===== config.mk =====
export PLATFORM = sky130hd
export DESIGN_NAME = arbitro_escritura_breg
export DESIGN_NICKNAME = d
export VERILOG_FILES = /design/src/rtl/arbitro_escritura_breg.sv
export SDC_FILE = /design/constraint.sdc
export NUM_CORES = 1
export LEC_CHECK = 0
export ABC_AREA = 1
export BUFFER_PORTS_ARGS = -buffer_cell sky130_fd_sc_hd__buf_2
export CAP_MARGIN = 20
export CORE_MARGIN = 3
export CORE_UTILIZATION = 52
export CTS_BUF_LIST = sky130_fd_sc_hd__clkbuf_8
export DETAILED_ROUTE_END_ITERATION = 6
export PLACE_DENSITY = 0.84
export SYNTH_ARGS = -nofsm -noshare
export SYNTH_HDL_FRONTEND = slang
export SYNTH_SLANG_ARGS = --single-unit

===== constraint.sdc =====
create_clock -name clk -period 1.75 [get_ports clk]
set_input_delay 0.35 -clock clk [delete_from_list [all_inputs] [get_ports clk]]
set_output_delay 0.35 -clock clk [all_outputs]
set_load 0.05 [all_outputs]

===== src/rtl/arbitro_escritura_breg.sv =====
// Register-file write-port arbiter (ALU vs. load) with a pending-write scoreboard.
// Optional macro ARBITRO_RR_EN selects round-robin arbitration instead of fixed A-over-M priority.
module arbitro_escritura_breg #(
    parameter int unsigned ANCHO = 32,
    parameter int unsigned NREG  = 32
) (
    input  logic             clk,
    input  logic             rst,
    input  logic             req_a,
    input  logic [4:0]       dir_a,
    input  logic [ANCHO-1:0] dato_a,
    output logic             ack_a,
    input  logic             req_m,
    input  logic [4:0]       dir_m,
    input  logic [ANCHO-1:0] dato_m,
    output logic             ack_m,
    input  logic             reserva,
    input  logic [4:0]       dirres,
    input  logic [4:0]       dirlec1,
    input  logic [4:0]       dirlec2,
    output logic             ocupado1,
    output logic             ocupado2,
    output logic             enesc,
    output logic [4:0]       diresc,
    output logic [ANCHO-1:0] datoesc,
    output logic             err_sin_reserva
);

    typedef enum logic [0:0] {StLibre, StEscribe} estado_e;

    estado_e          estado_q, estado_d;
    logic             ack_a_q, ack_m_q;
    logic [4:0]       diresc_q;
    logic [ANCHO-1:0] datoesc_q;
    logic [NREG-1:0]  sb_q, sb_d;
    logic             err_q, err_d;

    logic             eleg_a, eleg_m;
    logic             gnt_a, gnt_m, gnt;
    logic [4:0]       dir_g;
    logic [ANCHO-1:0] dato_g;
    logic             escribe_g;

    // A requester whose ack is high this cycle cannot be granted again at this edge.
    assign eleg_a = req_a & ~ack_a_q;
    assign eleg_m = req_m & ~ack_m_q;

`ifdef ARBITRO_RR_EN
    logic ptr_q;  // 0: A preferred, 1: M preferred

    assign gnt_a = eleg_a & (~eleg_m | ~ptr_q);
    assign gnt_m = eleg_m & (~eleg_a | ptr_q);

    always_ff @(posedge clk) begin
        if (rst) begin
            ptr_q <= 1'b0;
        end else if (gnt_a) begin
            ptr_q <= 1'b1;
        end else if (gnt_m) begin
            ptr_q <= 1'b0;
        end
    end
`else
    assign gnt_a = eleg_a;
    assign gnt_m = eleg_m & ~eleg_a;
`endif

    assign gnt       = gnt_a | gnt_m;
    assign dir_g     = gnt_a ? dir_a : dir_m;
    assign dato_g    = gnt_a ? dato_a : dato_m;
    assign escribe_g = gnt & (dir_g != 5'd0);

    // FSM: state register
    always_ff @(posedge clk) begin
        if (rst) begin
            estado_q <= StLibre;
        end else begin
            estado_q <= estado_d;
        end
    end

    // FSM: next state
    always_comb begin
        estado_d = StLibre;
        unique case (estado_q)
            StLibre:   estado_d = escribe_g ? StEscribe : StLibre;
            StEscribe: estado_d = escribe_g ? StEscribe : StLibre;
            default:   estado_d = StLibre;
        endcase
    end

    // FSM: outputs
    always_comb begin
        enesc = 1'b0;
        unique case (estado_q)
            StLibre:   enesc = 1'b0;
            StEscribe: enesc = 1'b1;
            default:   enesc = 1'b0;
        endcase
    end

    // Clear on write completion first, so a same-edge reservation wins.
    always_comb begin
        sb_d = sb_q;
        if (enesc) begin
            sb_d[diresc_q] = 1'b0;
        end
        if (reserva && (dirres != 5'd0)) begin
            sb_d[dirres] = 1'b1;
        end
        sb_d[0] = 1'b0;
    end

    assign err_d = err_q | (escribe_g & ~sb_q[dir_g]);

    always_ff @(posedge clk) begin
        if (rst) begin
            ack_a_q   <= 1'b0;
            ack_m_q   <= 1'b0;
            diresc_q  <= 5'd0;
            datoesc_q <= '0;
            sb_q      <= '0;
            err_q     <= 1'b0;
        end else begin
            ack_a_q <= gnt_a;
            ack_m_q <= gnt_m;
            if (gnt) begin
                diresc_q  <= dir_g;
                datoesc_q <= dato_g;
            end
            sb_q  <= sb_d;
            err_q <= err_d;
        end
    end

    assign ack_a           = ack_a_q;
    assign ack_m           = ack_m_q;
    assign diresc          = diresc_q;
    assign datoesc         = datoesc_q;
    assign err_sin_reserva = err_q;
    assign ocupado1        = sb_q[dirlec1];
    assign ocupado2        = sb_q[dirlec2];

endmodule


==> flow_summary.yaml, run 1 <==
outcome:
  status: "complete, but fails checks"
  violations: "negative setup slack"
sta:
  rsz0062_at_grt: "yes"
  slew-limit-headroom_pct: 58.9
  slew_viol_final: 0
  setup_viol: 2
  clock_skew_ns: 0.00910
  fmax_ghz: 0.507
  hold_violations: 0
  fin_crit_ns: 1.97
  worst_pin_slew_ns: 0.612
  setup_slack_ns: -0.223
  period_share_pct: 113
floorplan:
  core_sq_um: 7370
  die_w_um: 93.9
  dieArea_sq_um: 8820
  fp.dieH_um: 93.9
  row_count: 31
  num_io_pins: 137
  start_util_pct: 54.5
detailed_routing:
  vias: 5077
  drt-pass1-iter-count: 6
  wirelength_um: 14500
  ant_nets: 0
  drc_errors: 0
  drtIter0Drc: 548
  viasPerCell: 5.64
  detail_route.wl_per_cell_um: 16.1
cells_and_area:
  num_antenna_cells: 0
  drive_above_1_share_pct: 33.0
  layout_commonest_cell: "buf_2"
  area_growth_pct: 36.0
  nets: 890
  final_cell_mix: "134 x buf_2, 116 x nand2_1, 84 x a21oi_1, 84 x o21ai_0, 66 x nor2_1"
clock_network:
  root_buffer: "clkbuf_8"
  numCtsBuffers: 9
  cts_tree: "built"
  clock-sinks: 72
  clkTransAtPathRegs_ns: 0.08
  cts_buffer_depth: 2
  htree_levels: 3
  cts_hold_buf: 0
  clock_latency_ns: 0.35
placed_design:
  portBuffers: 136
  pre_cts_ws_ns: -0.268
  gp_congestion: 0.985
  hpwl_um: 10400
logic_synthesis:
  synthCells: 631
  synth-edff-count: 0
  async_reset_ff_share_pct: 0
  yosysSeqAreaShare_pct: 35.9
  ys_warn_count: 0
  ys_types: 26
  ys_ff_latch: 72
  ys.flop_type: "dfxtp_1"
  syn_nets: 725
  syn_area_sq_um: 4020
  synth.avg_cell_area_sq_um: 6.37
grt:
  grt_max_degree: 49
  antenna_found_initial: 0
  overflow: 0
  track_usage_pct: 31.9
  grt_pass1_wl_um: 22200
  grt_pass1_vias: 4565
power_and_ir_drop:
  ir_drop_v: 0.000602
  leakagePower_uw: 0.00244
  fin_total_pwr_uw: 4380
  p_per_area_nw_per_um2: 802
worst_setup_path:
  r2r_slack_ns: 0.14
  cp-end-kind: "primary output"
  crit_arrival_ns: 1.62
  r2r-end: "err_sin_reserva"
  reg2regPathDepth: 13
  reg2reg_from: "ack_a"
  cp_max_fo: 3
  critPathLaunchType: "flip-flop"
  crit_required_ns: 1.40
  critical_path_class: "flip-flop to primary output"
run:
  maxCapViolations: 0
min_path:
  min_to: "datoesc[7]"
  min_path_type: "primary input to flip-flop"
  min_path_cells: 3
  hp-start: "dato_a[7]"
critical path: stages, from the launching register on:
cell and delay, ns:
dfxtp_4 0.38, inv_2 0.04, o21ai_1 0.14, a21oi_1 0.07, o21ai_1 0.15, nand3_1 0.14, a31oi_4 0.20, buf_6 0.17
routing by layer:
layer  track usage, %  share of wire [%]  vias to the layer above
met2             52.6                 48                      271
li1                 -                  -                     2462
met5                0                  0                        -
met4             9.03                2.4                        0
met1             41.7                 40                     2305
met3             7.45                9.8                       39
cells in the mapped netlist (4+ instances only):
master / n / share of area (%)
a21oi_1: 86 / 11
clkbuf_1: 22 / 2.1
dfxtp_1: 72 / 36
inv_1: 52 / 4.9
nand2_1: 116 / 11
nand2_4: 5 / 1.4
nand3_1: 54 / 6.7
nor2_1: 69 / 6.4
nor3_1: 13 / 1.6
o211ai_1: 6 / 1.1
o21ai_0: 110 / 14
o221ai_1: 4 / 0.87
stage by stage:
stage	hold slack (ns)	std cells	cell area, sq um	utilization, %	setup TNS [ns]
2_1_floorplan	0.450	631	4060	-	-0.0862
3_3_place_gp	0.446	877	5040	68.5	-0.425
3_5_place_dp	0.452	877	5040	68.5	-0.515
4_1_cts	0.230	893	5310	72.0	-0.388
5_1_grt	0.248	900	5470	74.2	-0.516
6_report	0.237	900	5470	74.2	-0.442
flip-flops by register name, indices dropped and copies added (netlist names):
name,count
ack_a,1
ack_m,1
datoesc,32
diresc,5
err_sin_reserva,1
estado_q,1
sb_q,31
worst max-delay path by stage:
stage | from | to | cells after the start
2_1_floorplan | dirlec2[0] | ocupado2 | 6
3_3_place_gp | dirlec1[0] | ocupado1 | 9
3_5_place_dp | dirlec1[0] | ocupado1 | 10
4_1_cts | sb_q[17] | ocupado1 | 7
5_1_grt | sb_q[19] | ocupado1 | 7
6_report | sb_q[29] | ocupado2 | 7
cells by family after synthesis:
kind of cell,count (synthesis),share of synthesized area [%]
compound gates,212,27.3
buf+inv,83,8.25
flops,72,35.9
simple gates,264,28.5
layout make-up:
cell class	instances	area, sq um
sequential	72	1500
multi-input combinational	476	2340
fill	580	1900
clock buffer	11	151
clock inverter	5	56.3
tap	99	124
inverter	56	233
timing repair buffer	181	1060
report_power, final:
part / switching (uW) / internal (uW) / leakage (uW)
Clock: 622 / 734 / 0.000111
Combinational: 842 / 393 / 0.00173
Sequential: 72.2 / 1720 / 0.000606
timing repair:
item,CTS,global route
resized for setup,46,51
buffers inserted,0,7
endpoints found under the setup margin,3,3
pin swaps,13,25
(Power assumes the default switching activity.)
==> run 2: changes to the inputs <==
Settings changed: MAX_ROUTING_LAYER from default to met4.
==> run 2 against run 1 <==
- the run ends with design-rule violations, negative setup slack left
- sequential share of layout area grew 0.22 points
- count of clock-buffer cells in the layout decreased by 1
- first-iteration DRC count down 1.6%
- flip-flop and latch count stayed put
- clock power decreased by 15%
- largest power group unchanged
==> flow_summary.yaml, run 2 (synthesis results as in run 1) <==
floorplan:
  fp.dieH_um: 93.9
  core_sq_um: 7370
  die_w_um: 93.9
  num_io_pins: 137
  start_util_pct: 54.5
  dieArea_sq_um: 8820
  row_count: 31
grt:
  antenna_found_initial: 0
  grt_use_met1_pct: 42.5
  grt_pass1_vias: 4587
  grt_util_met3_pct: 6.09
  grt_most_used_layer: "met2"
  grt_pass1_wl_um: 22000
  track_usage_pct: 32.5
  overflow: 0
  grtUsageMet2_pct: 49.0
  grt_max_degree: 60
sta:
  fin_crit_ns: 1.94
  hold_violations: 0
  period_share_pct: 111
  worst_pin_slew_ns: 0.526
  clock_skew_ns: 0.00915
  fmax_ghz: 0.515
  setup_slack_ns: -0.194
  slew_viol_final: 0
  setup-tns-final_ns: -0.363
  slew-limit-headroom_pct: 64.7
  rsz0062_at_grt: "yes"
  setup_viol: 2
clock_network:
  root_buffer: "clkbuf_8"
  cts_tree: "built"
  clkTransAtPathRegs_ns: 0.07
  htree_levels: 3
  numCtsBuffers: 9
  cts_buffer_depth: 2
  clock_latency_ns: 0.35
  clock-sinks: 72
worst_setup_path:
  reg2regPathDepth: 12
  crit_cells: 7
  cp-end-kind: "primary output"
  cp_max_fo: 3
  reg2reg_from: "ack_a"
  cp_top_family: "compound AO/OA/AOI/OAI gates"
  crit_end: "ocupado1"
  crit_chain: "inv_4 -> o21ai_2 -> a21oi_1 -> o21ai_1 -> nand3_1 -> a31oi_4 -> buf_6"
  cp_slowest_cell: "dfxtp_2"
  cp-startpoint: "sb_q[19]"
  r2r-end: "err_sin_reserva"
  r2r_slack_ns: 0.16
  crit_arrival_ns: 1.59
  critPathLaunchType: "flip-flop"
  critical_path_class: "flip-flop to primary output"
  crit_required_ns: 1.40
  slowest_delay_ns: 0.36
  path_buf_inv: 2
detailed_routing:
  drt-pass1-iter-count: 7
  ant_nets: 0
  viasPerCell: 5.69
  vias: 5079
  detail_route.wl_per_cell_um: 15.9
  drc_errors: 10
  drtIter0Drc: 539
  wirelength_um: 14200
placed_design:
  gp_congestion: 0.954
  place_area_sq_um: 5040
  hpwl_um: 10500
  portBuffers: 136
cells_and_area:
  final_area_sq_um: 5360
  num_antenna_cells: 0
  nets: 882
  largest_reg_flops: 32
  layout_commonest_cell: "buf_2"
  final_util_pct: 72.7
  drive_above_1_share_pct: 31.9
  area_growth_pct: 33.3
  final_cell_mix: "134 x buf_2, 114 x nand2_1, 86 x o21ai_0"
power_and_ir_drop:
  ir_drop_v: 0.000527
  p_per_area_nw_per_um2: 781
  leakagePower_uw: 0.00239
min_path:
  min_path_type: "primary input to flip-flop"
  hp-start: "dato_a[7]"
run:
  maxCapViolations: 0
outcome:
  violations: "design-rule violations, negative setup slack"
  status: "complete, but fails checks"
==> run 2: changes by cell type in the layout (fill, tap and decap cells not counted), moves of 2 or more <==
cell / delta
buf_4: -9
clkinv_2: +2
dfxtp_1: +4
dfxtp_4: -5
inv_2: +2
inv_4: -2
nand2_1: -2
nand2_4: +2
nor2_1: -2
o21ai_0: +2
o21ai_2: -2
==> run 2: metrics by stage <==
| step | hold WS [ns] | power [uW] | std cells | worst slack (ns) |
|---|---|---|---|---|
| 3_5_place_dp | 0.454 | 3000 | 875 | -0.261 |
| 2_1_floorplan | 0.450 | 2620 | 631 | -0.0862 |
| 4_1_cts | 0.244 | 4150 | 891 | -0.186 |
| 6_report | 0.253 | 4180 | 892 | -0.194 |
| 3_3_place_gp | 0.448 | 2980 | 875 | -0.193 |
| 5_1_grt | 0.261 | 4360 | 892 | -0.326 |
==> run 2: layout make-up <==
cell class                      instances  area, sq um
Clock buffer                           10          138
Clock inverter                          6         36.3
Fill cell                             632         2010
Inverter                               56          223
Multi-Input combinational cell        476         2350
Sequential cell                        72         1480
Tap cell                               99          124
Timing Repair Buffer                  173         1010
==> run 2: what timing repair did <==
action | in CTS | in global routing
pin swaps | 13 | 20
hold buffers | 0 | 0
buffers inserted | 0 | 1
setup endpoints to repair | 2 | 3
gates resized for setup | 45 | 40
gates cloned | 0 | 0
==> run 2: metal layers <==
layer	vias up	part of all wire, %
met3	43	8.4
met4	0	3.0
met5	-	0
li1	2443	-
met1	2332	41
met2	261	47
==> run 2: worst min-delay path by stage <==
stage	to	slack (ns)	cells past startpoint
2_1_floorplan	sb_q[17]	0.45	2
3_3_place_gp	err_sin_reserva	0.45	2
3_5_place_dp	datoesc[18]	0.45	2
4_1_cts	datoesc[10]	0.24	3
5_1_grt	datoesc[7]	0.26	3
6_report	datoesc[7]	0.25	3
==> run 2: worst register-to-register path, cell delays in order, from the launching register on <==
cell	delay [ns]
dfxtp_2	0.35
inv_2	0.13
nand2_4	0.13
o21ai_2	0.29
nand3_1	0.12
nand2_1	0.08
nand2_1	0.05
nand2_1	0.06
inv_1	0.03
nand2_1	0.05
nand2_1	0.05
nand3_1	0.08
a21oi_2	0.05
==> run 2: report_power, final <==
part	total, uW	switching (uW)	internal, uW
combinational	1220	841	382
sequential	1800	72.5	1720
clock	1160	617	545
